===== src/rtl/rv32_pkg.sv =====
// Shared RV32I writeback encodings: result-source selects, load funct3 codes
// and the writeback FSM state type.
package rv32_pkg;
    localparam logic [1:0] WB_SEL_ALU  = 2'd0;
    localparam logic [1:0] WB_SEL_LOAD = 2'd1;
    localparam logic [1:0] WB_SEL_PC4  = 2'd2;

    localparam logic [2:0] F3_LB  = 3'b000;
    localparam logic [2:0] F3_LH  = 3'b001;
    localparam logic [2:0] F3_LW  = 3'b010;
    localparam logic [2:0] F3_LBU = 3'b100;
    localparam logic [2:0] F3_LHU = 3'b101;

    typedef enum logic {IDLE, WAIT_RESP} wb_state_e;
endpackage


===== src/rtl/wb_stage_load_align.sv =====
// Extracts the addressed byte/half/word from an aligned memory word and
// sign- or zero-extends it according to the load funct3.
module load_align
    import rv32_pkg::*;
(
    input  logic [31:0] rdata,
    input  logic [2:0]  funct3,
    input  logic [1:0]  addr,
    output logic [31:0] data
);
    logic [31:0] shifted;
    logic [7:0]  byte_v;
    logic [15:0] half_v;

    always_comb begin
        shifted = rdata >> {addr, 3'b000};
        byte_v  = shifted[7:0];
        // Half lane picked by addr[1] only; misalignment is caught upstream.
        half_v  = addr[1] ? rdata[31:16] : rdata[15:0];
        data    = '0;
        case (funct3)
            F3_LB:   data = {{24{byte_v[7]}}, byte_v};
            F3_LH:   data = {{16{half_v[15]}}, half_v};
            F3_LW:   data = rdata;
            F3_LBU:  data = {24'd0, byte_v};
            F3_LHU:  data = {16'd0, half_v};
            default: data = '0;
        endcase
    end
endmodule


===== src/rtl/wb_stage.sv =====
// RV32I writeback stage: one retiring instruction per handshake, waits for the
// load response with a timeout, registers the regfile write pulse, counts instret.
module wb_stage
    import rv32_pkg::*;
#(
    parameter int LOAD_TIMEOUT = 16,
    parameter int CNT_W        = 64
) (
    input  logic             clk,
    input  logic             reset,
    input  logic             m_valid,
    output logic             m_ready,
    input  logic [4:0]       m_rd,
    input  logic             m_reg_we,
    input  logic [1:0]       m_wb_sel,
    input  logic [2:0]       m_funct3,
    input  logic [31:0]      m_alu_result,
    input  logic [31:0]      m_pc4,
    input  logic             dmem_rvalid,
    input  logic [31:0]      dmem_rdata,
    output logic             rf_we,
    output logic [4:0]       rf_wa,
    output logic [31:0]      rf_wdata,
    output logic             load_fault,
    output logic [CNT_W-1:0] instret
);
    localparam int TW = $clog2(LOAD_TIMEOUT) + 1;

    wb_state_e   state_q, state_d;
    logic [TW-1:0] tmo_q;
    logic [4:0]  ld_rd_q;
    logic        ld_we_q;
    logic [2:0]  ld_f3_q;
    logic [1:0]  ld_addr_q;
    logic [31:0] ld_data;

    logic        accept, commit, fault_d, we_d, tmo_hit;
    logic [4:0]  wa_d;
    logic [31:0] wd_d;

    load_align u_align (
        .rdata  (dmem_rdata),
        .funct3 (ld_f3_q),
        .addr   (ld_addr_q),
        .data   (ld_data)
    );

    assign tmo_hit = (tmo_q == TW'(LOAD_TIMEOUT - 1));

    always_comb begin
        state_d = state_q;
        m_ready = (state_q == IDLE);
        accept  = m_valid && m_ready;
        commit  = 1'b0;
        fault_d = 1'b0;
        we_d    = 1'b0;
        wa_d    = m_rd;
        wd_d    = m_alu_result;
        case (state_q)
            IDLE: begin
                if (accept) begin
                    if (m_wb_sel == WB_SEL_LOAD) begin
                        state_d = WAIT_RESP;
                    end else begin
                        commit = 1'b1;
                        we_d   = m_reg_we && (m_rd != 5'd0);
                        wd_d   = (m_wb_sel == WB_SEL_PC4) ? m_pc4 : m_alu_result;
                    end
                end
            end
            WAIT_RESP: begin
                // A response on the last allowed cycle still completes the load.
                if (dmem_rvalid) begin
                    state_d = IDLE;
                    commit  = 1'b1;
                    we_d    = ld_we_q && (ld_rd_q != 5'd0);
                    wa_d    = ld_rd_q;
                    wd_d    = ld_data;
                end else if (tmo_hit) begin
                    state_d = IDLE;
                    fault_d = 1'b1;
                end
            end
            default: state_d = IDLE;
        endcase
    end

    always_ff @(posedge clk or posedge reset) begin
        if (reset) state_q <= IDLE;
        else       state_q <= state_d;
    end

    always_ff @(posedge clk or posedge reset) begin
        if (reset) begin
            rf_we      <= 1'b0;
            rf_wa      <= '0;
            rf_wdata   <= '0;
            load_fault <= 1'b0;
            instret    <= '0;
            tmo_q      <= '0;
            ld_rd_q    <= '0;
            ld_we_q    <= 1'b0;
            ld_f3_q    <= '0;
            ld_addr_q  <= '0;
        end else begin
            rf_we      <= we_d;
            load_fault <= fault_d;
            if (we_d) begin
                rf_wa    <= wa_d;
                rf_wdata <= wd_d;
            end
            if (commit) instret <= instret + CNT_W'(1);
            if (state_q == IDLE && accept && m_wb_sel == WB_SEL_LOAD) begin
                ld_rd_q   <= m_rd;
                ld_we_q   <= m_reg_we;
                ld_f3_q   <= m_funct3;
                ld_addr_q <= m_alu_result[1:0];
                tmo_q     <= '0;
            end else if (state_q == WAIT_RESP && !dmem_rvalid) begin
                tmo_q <= tmo_q + TW'(1);
            end
        end
    end
endmodule


===== config.mk =====
export PLATFORM = sky130hd
export DESIGN_NAME = wb_stage
export DESIGN_NICKNAME = d
export VERILOG_FILES = /design/src/rtl/rv32_pkg.sv /design/src/rtl/wb_stage_load_align.sv /design/src/rtl/wb_stage.sv
export SDC_FILE = /design/constraint.sdc
export NUM_CORES = 1
export LEC_CHECK = 0
export ABC_CLOCK_PERIOD_IN_PS = 4000
export CAP_MARGIN = 20
export CORE_UTILIZATION = 43
export DETAILED_ROUTE_END_ITERATION = 8
export GPL_TIMING_DRIVEN = 1
export PLACE_DENSITY = 0.89
export RECOVER_POWER = 25
export SYNTH_ARGS = -nofsm -noshare
export SYNTH_HDL_FRONTEND = slang
export SYNTH_HIERARCHICAL = 1
export SYNTH_SLANG_ARGS = --single-unit

===== constraint.sdc =====
create_clock -name clk -period 4 [get_ports clk]
set_input_delay 0.8 -clock clk [delete_from_list [all_inputs] [get_ports clk]]
set_output_delay 0.8 -clock clk [all_outputs]
set_load 0.02 [all_outputs]

After elaboration in Yosys (flattened, before gate mapping)
Index checks and enable logic that the tools add are counted.
{"block": "op_classes", "addsub": 2, "eq_ne": 7, "shift": 1, "muxes": 27, "bitwise_logic": 1, "n_reduce_logical": 11}
{"operator": "$pmux 32 s5", "n": 1}
{"operator": "$mux 32", "n": 4}
{"operator": "$add 64x1->64 const B", "n": 1}
{"operator": "$pmux 32 s2", "n": 1}
{"operator": "$shr 32x5->8", "n": 1}
{"operator": "$mux 5", "n": 4}
{"operator": "$mux 16", "n": 1}
{"operator": "$mux 1", "n": 13}
{"operator": "$reduce_bool 5->1", "n": 2}
{"operator": "$eq 3x3->1 const B", "n": 2}
{"operator": "$logic_and 1x1->1", "n": 6}
{"operator": "$pmux 1 s2", "n": 3}
{"operator": "$add 5x1->5 const B", "n": 1}
{"operator": "$eq 5x4->1 const B", "n": 1}
{"operator": "$eq 3x1->1 const B", "n": 1}
{"operator": "$eq 3x2->1 const B", "n": 1}
{"operator": "$logic_not 3->1", "n": 1}
{"operator": "$eq 2x1->1 const B", "n": 1}
{"operator": "$eq 2x2->1 const B", "n": 1}
{"operator": "$reduce_bool 2->1", "n": 1}
{"operator": "$logic_not 1->1", "n": 1}
{"operator": "$not 1->1", "n": 1}
{"block": "totals", "register_bits": 120, "in_bits": 111, "output_inout_bits": 104, "word_cells": 60}

Logic depth before layout (Yosys ltp)
Gate-level depths: netlist of the first run.
{"block": "depth", "depth_word": 5, "depth_mapped": 9, "ltp_nobuf": 6}

Modules after synthesis
The synthesis of the first run kept the hierarchy.
{"mod": "wb_stage", "n_inst": 1, "cells_per_inst": 628, "area_each_um2": 6331.1, "seq_area_each_um2": 3002.9}
{"mod": "load_align", "n_inst": 1, "cells_per_inst": 114, "area_each_um2": 854.6, "seq_area_each_um2": 0.0}

Worst setup path after synthesis of the first run
OpenSTA, ideal clock, no wires.
{"block": "synth_path", "path_kind": "input to register", "from": "input dmem_rvalid", "to": "register instret[62]", "setup_time_ns": 0.080, "arrival_time_ns": 2.205, "required_ns": 3.920, "slack_ns": 1.716, "cell_stages": 6, "path_buffers": 1, "path_cell_list": "buf_6 -> nand2_4 -> a21boi_4 -> or4_4 -> nor4_1 -> xor2_1"}
{"block": "synth_between", "elab_chain_len": 2}
{"element": "start, declared", "line": "wb_stage.sv:19", "source": "input logic dmem_rvalid,"}
{"element": "$mux 1", "line": "wb_stage.sv:73", "source": "if (dmem_rvalid) begin"}
{"element": "$pmux 1 s2", "line": "wb_stage.sv:59", "source": "case (state_q)"}
{"element": "end signal, assigned", "line": "wb_stage.sv:112", "source": "if (commit) instret <= instret + CNT_W'(1);"}
{"element": "end, declared", "line": "wb_stage.sv:25", "source": "output logic [CNT_W-1:0] instret"}
No other way between the ends.
A chain may end at the register's enable or synchronous reset.

Worst setup path in the final report of the first run
{"block": "layout_path", "from": "input dmem_rvalid", "to": "register tmo_q[2]"}
{"block": "layout_between", "elab_chain_len": 3}
{"element": "$logic_not 1->1", "line": "wb_stage.sv:119", "source": "end else if (state_q == WAIT_RESP && !dmem_rvalid) begin"}
{"element": "$logic_and 1x1->1", "line": "wb_stage.sv:119"}
{"element": "$reduce_bool 2->1 (no line)"}
{"element": "end signal, assigned", "line": "wb_stage.sv:120", "source": "tmo_q <= tmo_q + TW'(1);"}
{"element": "end, declared", "line": "wb_stage.sv:30", "source": "logic [TW-1:0] tmo_q;"}
No other way between the ends.

==> insert_results.sql, run 1 <==
INSERT INTO impl_metrics (metric_group, metric, value, unit) VALUES
('global_route', 'final_global_route_overflow_total', '0', ''),
('cts', 'clk_pin_slew', '0.06', 'ns'),
('setup_path', 'worstPathRequired', '4.25', 'ns'),
('synthesis', 'async_reset_ff_frac', '1.00', ''),
('setup_path', 'critical_path.max_stage_delay', '1.39', 'ns'),
('cts', 'cts-htree-levels', '4', ''),
('placement', 'globalplace.congestion', '0.940', ''),
('synthesis', 'yosys.area.top_type', 'dfrtp_1', ''),
('setup_path', 'crit_path_start_kind', 'primary input', ''),
('synthesis', 'synthesis.instances', '742', ''),
('hold_path', 'holdPathEnd', 'ld_we_q', ''),
('timing', 'timing.final.hold_violations', '0', ''),
('power_and_ir_drop', 'power.leakage', '4.24', 'nW'),
('setup_path', 'regToRegSetupSlack', '1.21', 'ns'),
('placement', 'postPlaceCellArea', '9430', 'sq um'),
('timing', 'max_clock_freq', '326', 'MHz'),
('synthesis', 'ys.warnings.count', '6', ''),
('synthesis', 'postSynthRegisterBits', '120', ''),
('cts', 'cts-buffers-inserted', '17', ''),
('run_status', 'run_status', 'complete, but fails checks', ''),
('setup_path', 'worstSetupPathType', 'in2reg', ''),
('cts', 'clock_tree.root_cell', 'clkbuf_16', ''),
('hold_path', 'hold_crit_path_type', 'reg2reg', ''),
('synthesis', 'synth_common_cells', '120 x dfrtp_1, 72 x nand2_1, 49 x mux2_2', ''),
('global_route', 'first_global_vias', '6596', ''),
('global_route', 'grt_pass1_wl', '35600', 'um'),
('die', 'core_outline_area', '16100', 'sq um'),
('setup_path', 'cp_slowest_cell', 'clkbuf_1', ''),
('cells_and_area', 'fillerInstances', '1279', ''),
('routing', 'drt.antenna.violating_nets', '0', ''),
('routing', 'route.detailed.wl_per_inst', '18.8', 'um'),
('setup_path', 'rr_worst_depth', '6', ''),
('setup_path', 'crit_path_max_fanout', '26', ''),
('timing', 'totalNegativeSetupSlack', '0', 'ns'),
('routing', 'dr_total_vias', '6612', ''),
('cts', 'cts_resized', '0', ''),
('die', 'initial_utilization', '0.446', ''),
('die', 'die_height', '131', 'um'),
('synthesis', 'synth_edf_count', '0', ''),
('hold_path', 'holdCritStartpoint', 'ld_we_q', ''),
('synthesis', 'synth_top_area_frac', '0.418', ''),
('cells_and_area', 'drive_gt1_frac', '0.109', ''),
('timing', 'final.setup_skew', '0.0106', 'ns'),
('cts', 'worstSkewPairLatency', '0.41', 'ns'),
('setup_path', 'worstSetupEndpointType', 'flop', ''),
('job', 'maxCapViolCount', '2', ''),
('cts', 'cts.sinks', '120', ''),
('synthesis', 'synthDistinctLibCells', '47', ''),
('cts', 'cts-hold-fix-buffers', '0', ''),
('hold_path', 'worst_hold_path.num_cells', '2', ''),
('placement', 'dp_hpwl', '15600', 'um'),
('power_and_ir_drop', 'power.ir.vdd_worst', '0.293', 'mV'),
('timing', 'maxSlewViolCount', '83', ''),
('synthesis', 'synth.avg_cell_area', '9.68', 'sq um'),
('placement', 'port_buffer_cells', '214', ''),
('synthesis', 'synth_sequential_area_ratio', '0.418', ''),
('synthesis', 'synth_nets', '856', ''),
('die', 'rows', '46', ''),
('timing', 'setup_viol', '0', ''),
('cells_and_area', 'ant_diodes', '0', ''),
('cells_and_area', 'final_cell_area', '10100', 'sq um'),
('die', 'i_o_pins', '215', ''),
('global_route', 'grt_antenna_before_repair', '0', ''),
('cells_and_area', 'finalNetCount', '1050', ''),
('run_status', 'violations_in_the_final_reports', 'max-capacitance violations, max-slew violations', ''),
('setup_path', 'worstReg2RegStart', 'ld_f3_q[1]', ''),
('timing', 'fin_crit', '3.07', 'ns'),
('cts', 'clock_tree_from_tritoncts', 'yes', ''),
('setup_path', 'cpMostUsedCell', 'nor2_1', ''),
('global_route', 'grt_use_total', '0.261', ''),
('die', 'die_w', '131', 'um');
## how the worst max path moves through the flow
stage	startpoint	to	slack (ns)	cells past startpoint
6_report	dmem_rvalid	tmo_q[2]	0.93	6
5_1_grt	reset	state_q	0.54	2
3_5_place_dp	dmem_rdata[31]	rf_wdata[15]	0.90	7
2_1_floorplan	reset	instret[0]	0.01	1
4_1_cts	ld_f3_q[1]	rf_wdata[15]	1.31	6
3_3_place_gp	dmem_rdata[31]	rf_wdata[14]	0.96	7
## final cells by class
cell class                      count  area (sq um)  share of cell area
Tap cell                          216           270              0.0269
Inverter                            8          30.0             0.00298
Timing Repair Buffer              220          2190               0.218
Clock inverter                     10           165              0.0164
Multi-Input combinational cell    569          3920               0.389
Clock buffer                       22           484              0.0481
Sequential cell                   120          3000               0.298
## metrics by stage
step	setup WS, ns	utilization	instances	total power, W	hold slack (ns)
after CTS	1.31	0.626	1165	0.00474	0.478
after global routing	0.540	0.625	1165	0.00493	0.507
after floorplan	0.0142	-	742	0.00243	0.440
after detailed placement	0.904	0.585	1133	0.00306	0.463
after global placement	0.958	0.585	1133	0.00303	0.460
final	0.934	0.625	1165	0.00472	0.475
## routing by layer
layer  up-vias  track usage  share of wire
li1       3064            -              -
met1      3158        0.340           0.41
met2       345        0.416           0.47
met3        45       0.0602          0.089
met4         0        0.109          0.028
met5         -            0              0
## critical path: cells and delay by family
| kind | cells | cell delay [ns] |
|---|---|---|
| buf+inv | 2 | 1.70 |
| simple gates | 3 | 0.63 |
| xor+xnor | 1 | 0.18 |
## sequential cells by signal (all words and copies together) (netlist names)
| name | flops |
|---|---|
| ld_rd_q | 5 |
| instret | 64 |
| rf_wdata | 32 |
| load_fault | 1 |
| ld_addr_q | 2 |
| rf_wa | 5 |
| ld_we_q | 1 |
| ld_f3_q | 3 |
| rf_we | 1 |
| tmo_q | 5 |
| state_q | 1 |
## cells in the final DEF (no fill, tap or decap), types with 7 or more instances in the layout
| cell | n |
|---|---|
| nor3_1 | 24 |
| dfrtp_1 | 119 |
| nor2_1 | 38 |
| a22oi_1 | 9 |
| o211ai_1 | 16 |
| nor4_1 | 11 |
| nor2b_1 | 36 |
| clkbuf_16 | 17 |
| mux2i_1 | 44 |
| clkdlybuf4s50_1 | 212 |
| nand3_1 | 48 |
| nand4_1 | 22 |
| and3_1 | 9 |
| xnor2_1 | 25 |
| a211oi_1 | 33 |
| xor2_1 | 39 |
| o22ai_1 | 7 |
| inv_1 | 8 |
| nand2_1 | 72 |
| o21ai_0 | 9 |
| a21oi_1 | 38 |
| mux2_2 | 49 |
## cells by family (layout without fill, tap and decap cells)
| group | after synthesis | after routing | share of synthesized area |
|---|---|---|---|
| AOI/OAI and AO/OA | 120 | 120 | 0.110 |
| adders and majority gates | 3 | 3 | 0.00522 |
| xor gates and xnor gates | 64 | 64 | 0.0780 |
| buffers and inverters | 53 | 260 | 0.0387 |
| muxes | 94 | 94 | 0.140 |
| and+or+nand+nor | 288 | 288 | 0.210 |
| DFF | 120 | 120 | 0.418 |
## power breakdown
| group | switching [W] | internal [W] |
|---|---|---|
| clock network | 0.000556 | 0.00111 |
| registers | 0.000194 | 0.00142 |
| logic | 0.000725 | 0.000719 |
Power figures use the tool's default switching activity.
==> run 2: changes to the inputs <==
Settings changed: ABC_CLOCK_PERIOD_IN_PS 4000 to 2500.
Clock period 4 ns to 2.5 ns, I/O delays scaled along.
==> insert_results.sql, run 2 (synthesis results as in run 1) <==
INSERT INTO impl_metrics (metric_group, metric, value, unit) VALUES
('run_status', 'run_status', 'completed', ''),
('setup_path', 'crit_path_start_kind', 'flop', ''),
('global_route', 'first_global_vias', '6676', ''),
('cts', 'cts_resized', '0', ''),
('setup_path', 'worstReg2RegStart', 'instret[32]', ''),
('timing', 'fin_crit', '2.32', 'ns'),
('timing', 'maxSlewViolCount', '0', ''),
('power_and_ir_drop', 'p_total', '0.00739', 'W'),
('routing', 'first_iter_violations', '555', ''),
('die', 'die_height', '131', 'um'),
('setup_path', 'crit_arrival', '2.59', 'ns'),
('cts', 'cts-htree-levels', '4', ''),
('global_route', 'grt_use_met3', '0.0633', ''),
('timing', 'period_share', '0.927', ''),
('setup_path', 'worstSetupPathType', 'reg2reg', ''),
('die', 'rows', '46', ''),
('global_route', 'grt_pass1_wl', '35600', 'um'),
('routing', 'dr_total_vias', '6785', ''),
('global_route', 'grtUsageMet1', '0.329', ''),
('global_route', 'grt-busiest-layer', 'met2', ''),
('hold_path', 'holdCritStartpoint', 'instret[63]', ''),
('cells_and_area', 'layout.cells.most_common', 'clkdlybuf4s50_1', ''),
('setup_path', 'r2r_end', 'instret[58]', ''),
('cts', 'clock_tree_from_tritoncts', 'yes', ''),
('power_and_ir_drop', 'power_density', '718', 'nW/um^2'),
('hold_path', 'holdPathEnd', 'instret[63]', ''),
('routing', 'post_drt_via_cell_ratio', '5.69', ''),
('routing', 'route.detailed.wl_per_inst', '18.6', 'um'),
('cts', 'worstSkewPairLatency', '0.42', 'ns'),
('die', 'initial_utilization', '0.446', ''),
('placement', 'port_buffer_cells', '214', ''),
('routing', 'drt_pass1_iterations', '5', ''),
('cells_and_area', 'final_cell_area', '10300', 'sq um'),
('cells_and_area', 'post-route-util', '0.638', ''),
('routing', 'detail_route.drc_violations', '0', ''),
('timing', 'worst_pin_slew', '0.866', 'ns'),
('timing', 'totalNegativeSetupSlack', '0', 'ns'),
('placement', 'globalplace.congestion', '0.924', ''),
('setup_path', 'cp_slowest_cell', 'nor4_1', ''),
('hold_path', 'hold_crit_path_type', 'reg2reg', ''),
('cts', 'clk_pin_slew', '0.06', 'ns'),
('cts', 'clock_tree.root_cell', 'clkbuf_16', ''),
('cells_and_area', 'final_cell_mix', '212 x clkdlybuf4s50_1, 119 x dfrtp_1, 72 x nand2_1', ''),
('power_and_ir_drop', 'power.ir.vdd_worst', '0.483', 'mV'),
('setup_path', 'crit_path_max_fanout', '6', ''),
('cells_and_area', 'largest_register', 'instret', ''),
('cts', 'cts-hold-fix-buffers', '0', ''),
('die', 'i_o_pins', '215', ''),
('routing', 'drt.antenna.violating_nets', '0', ''),
('cts', 'cts.repair_timing.setup_buffer_count', '0', ''),
('placement', 'dp_hpwl', '15900', 'um'),
('cts', 'cts.sinks', '120', ''),
('setup_path', 'regToRegSetupSlack', '0.18', 'ns'),
('power_and_ir_drop', 'power.leakage', '4.37', 'nW'),
('cells_and_area', 'top_regs', 'instret x64, rf_wdata x32', ''),
('setup_path', 'worstPathRequired', '2.77', 'ns'),
('die', 'design.die.area', '17200', 'sq um'),
('placement', 'dpl.cell_count', '1160', ''),
('global_route', 'grt_antenna_before_repair', '0', ''),
('cells_and_area', 'drive_gt1_frac', '0.137', ''),
('setup_path', 'cpMostUsedCell', 'nand3_1', ''),
('cts', 'number_of_buffers_on_the_longest_clock_path', '2', ''),
('routing', 'routed_wl', '22200', 'um'),
('global_route', 'gr-usage-met2', '0.426', ''),
('setup_path', 'critical_path.max_stage_delay', '0.54', 'ns'),
('setup_path', 'worstSetupEndpointType', 'flop', ''),
('die', 'die_w', '131', 'um'),
('cells_and_area', 'layout-area-overhead-vs-synth', '43.1', '%'),
('setup_path', 'rr_worst_depth', '5', ''),
('cells_and_area', 'finalNetCount', '1077', ''),
('cells_and_area', 'layoutNonFillerInstCount', '1192', ''),
('timing', 'rsz0062_at_grt', 'no', ''),
('global_route', 'final_global_route_overflow_total', '0', ''),
('setup_path', 'worstPathCellList', 'nand3_1 > nor4_2 > nand3_1 > nor4_1 > xor2_1', ''),
('hold_path', 'worst_hold_path.num_cells', '1', ''),
('global_route', 'largest_net_degree_at_the_start_of_global_routing', '65', ''),
('timing', 'setup_viol', '0', ''),
('cells_and_area', 'ant_diodes', '0', ''),
('job', 'maxCapViolCount', '0', ''),
('timing', 'final.setup_skew', '0.0178', 'ns'),
('cells_and_area', 'flip_flop_count_of_the_largest_register_all_copies_and_words_added', '64', ''),
('timing', 'max_clock_freq', '431', 'MHz'),
('placement', 'postPlaceCellArea', '9710', 'sq um'),
('global_route', 'grt_use_total', '0.261', ''),
('die', 'core_outline_area', '16100', 'sq um'),
('timing', 'max-slew-margin-rel', '0.423', ''),
('timing', 'timing.final.hold_violations', '0', ''),
('cts', 'cts-buffers-inserted', '17', '');
-- run 2: final cells by class --
type | instances | area, sq um
repair buffers | 247 | 2460
multi-input cells | 569 | 3930
inverters | 8 | 31.3
clock inverters | 14 | 150
clock buffers | 18 | 439
fillers | 1234 | 5830
well taps | 216 | 270
flip-flops and latches | 120 | 3000
-- run 2: worst max-delay path, delay by kind of cell, from the launching register on --
family / cells / cell delay (ns)
xor+xnor: 1 / 0.13
simple gates: 4 / 1.59
flops: 1 / 0.44
-- run 2: per-layer routing --
layer,vias to the layer above,routed length [um]
met5,-,0
met2,371,10500
met1,3238,9160
li1,3124,-
met3,52,1870
met4,0,648
-- run 2: worst max-delay path by stage --
stage                start            to  slack [ns]  depth (start not counted)
6_report       instret[32]   instret[58]        0.18                          5
5_1_grt        instret[32]   instret[58]        0.01                          5
4_1_cts            state_q       m_ready        0.27                          2
3_5_place_dp   m_wb_sel[1]  rf_wdata[12]       -0.03                          8
3_3_place_gp   m_wb_sel[1]  rf_wdata[12]       0.001                          8
2_1_floorplan   instret[0]   instret[34]        0.47                          6
-- run 2: power by group --
part / internal [W] / switching, W / total (W)
Sequential: 0.00227 / 0.000253 / 0.00252
Combinational: 0.00122 / 0.00123 / 0.00244
Clock: 0.00149 / 0.000929 / 0.00242
Total: 0.00498 / 0.00241 / 0.00739
-- run 2: stage by stage --
stage,hold WS [ns],worst slack [ns]
final,0.473,0.182
after global routing,0.505,0.00988
after CTS,0.360,0.275
after detailed placement,0.460,-0.0310
after global placement,0.460,0.00144
after floorplan,0.440,0.474
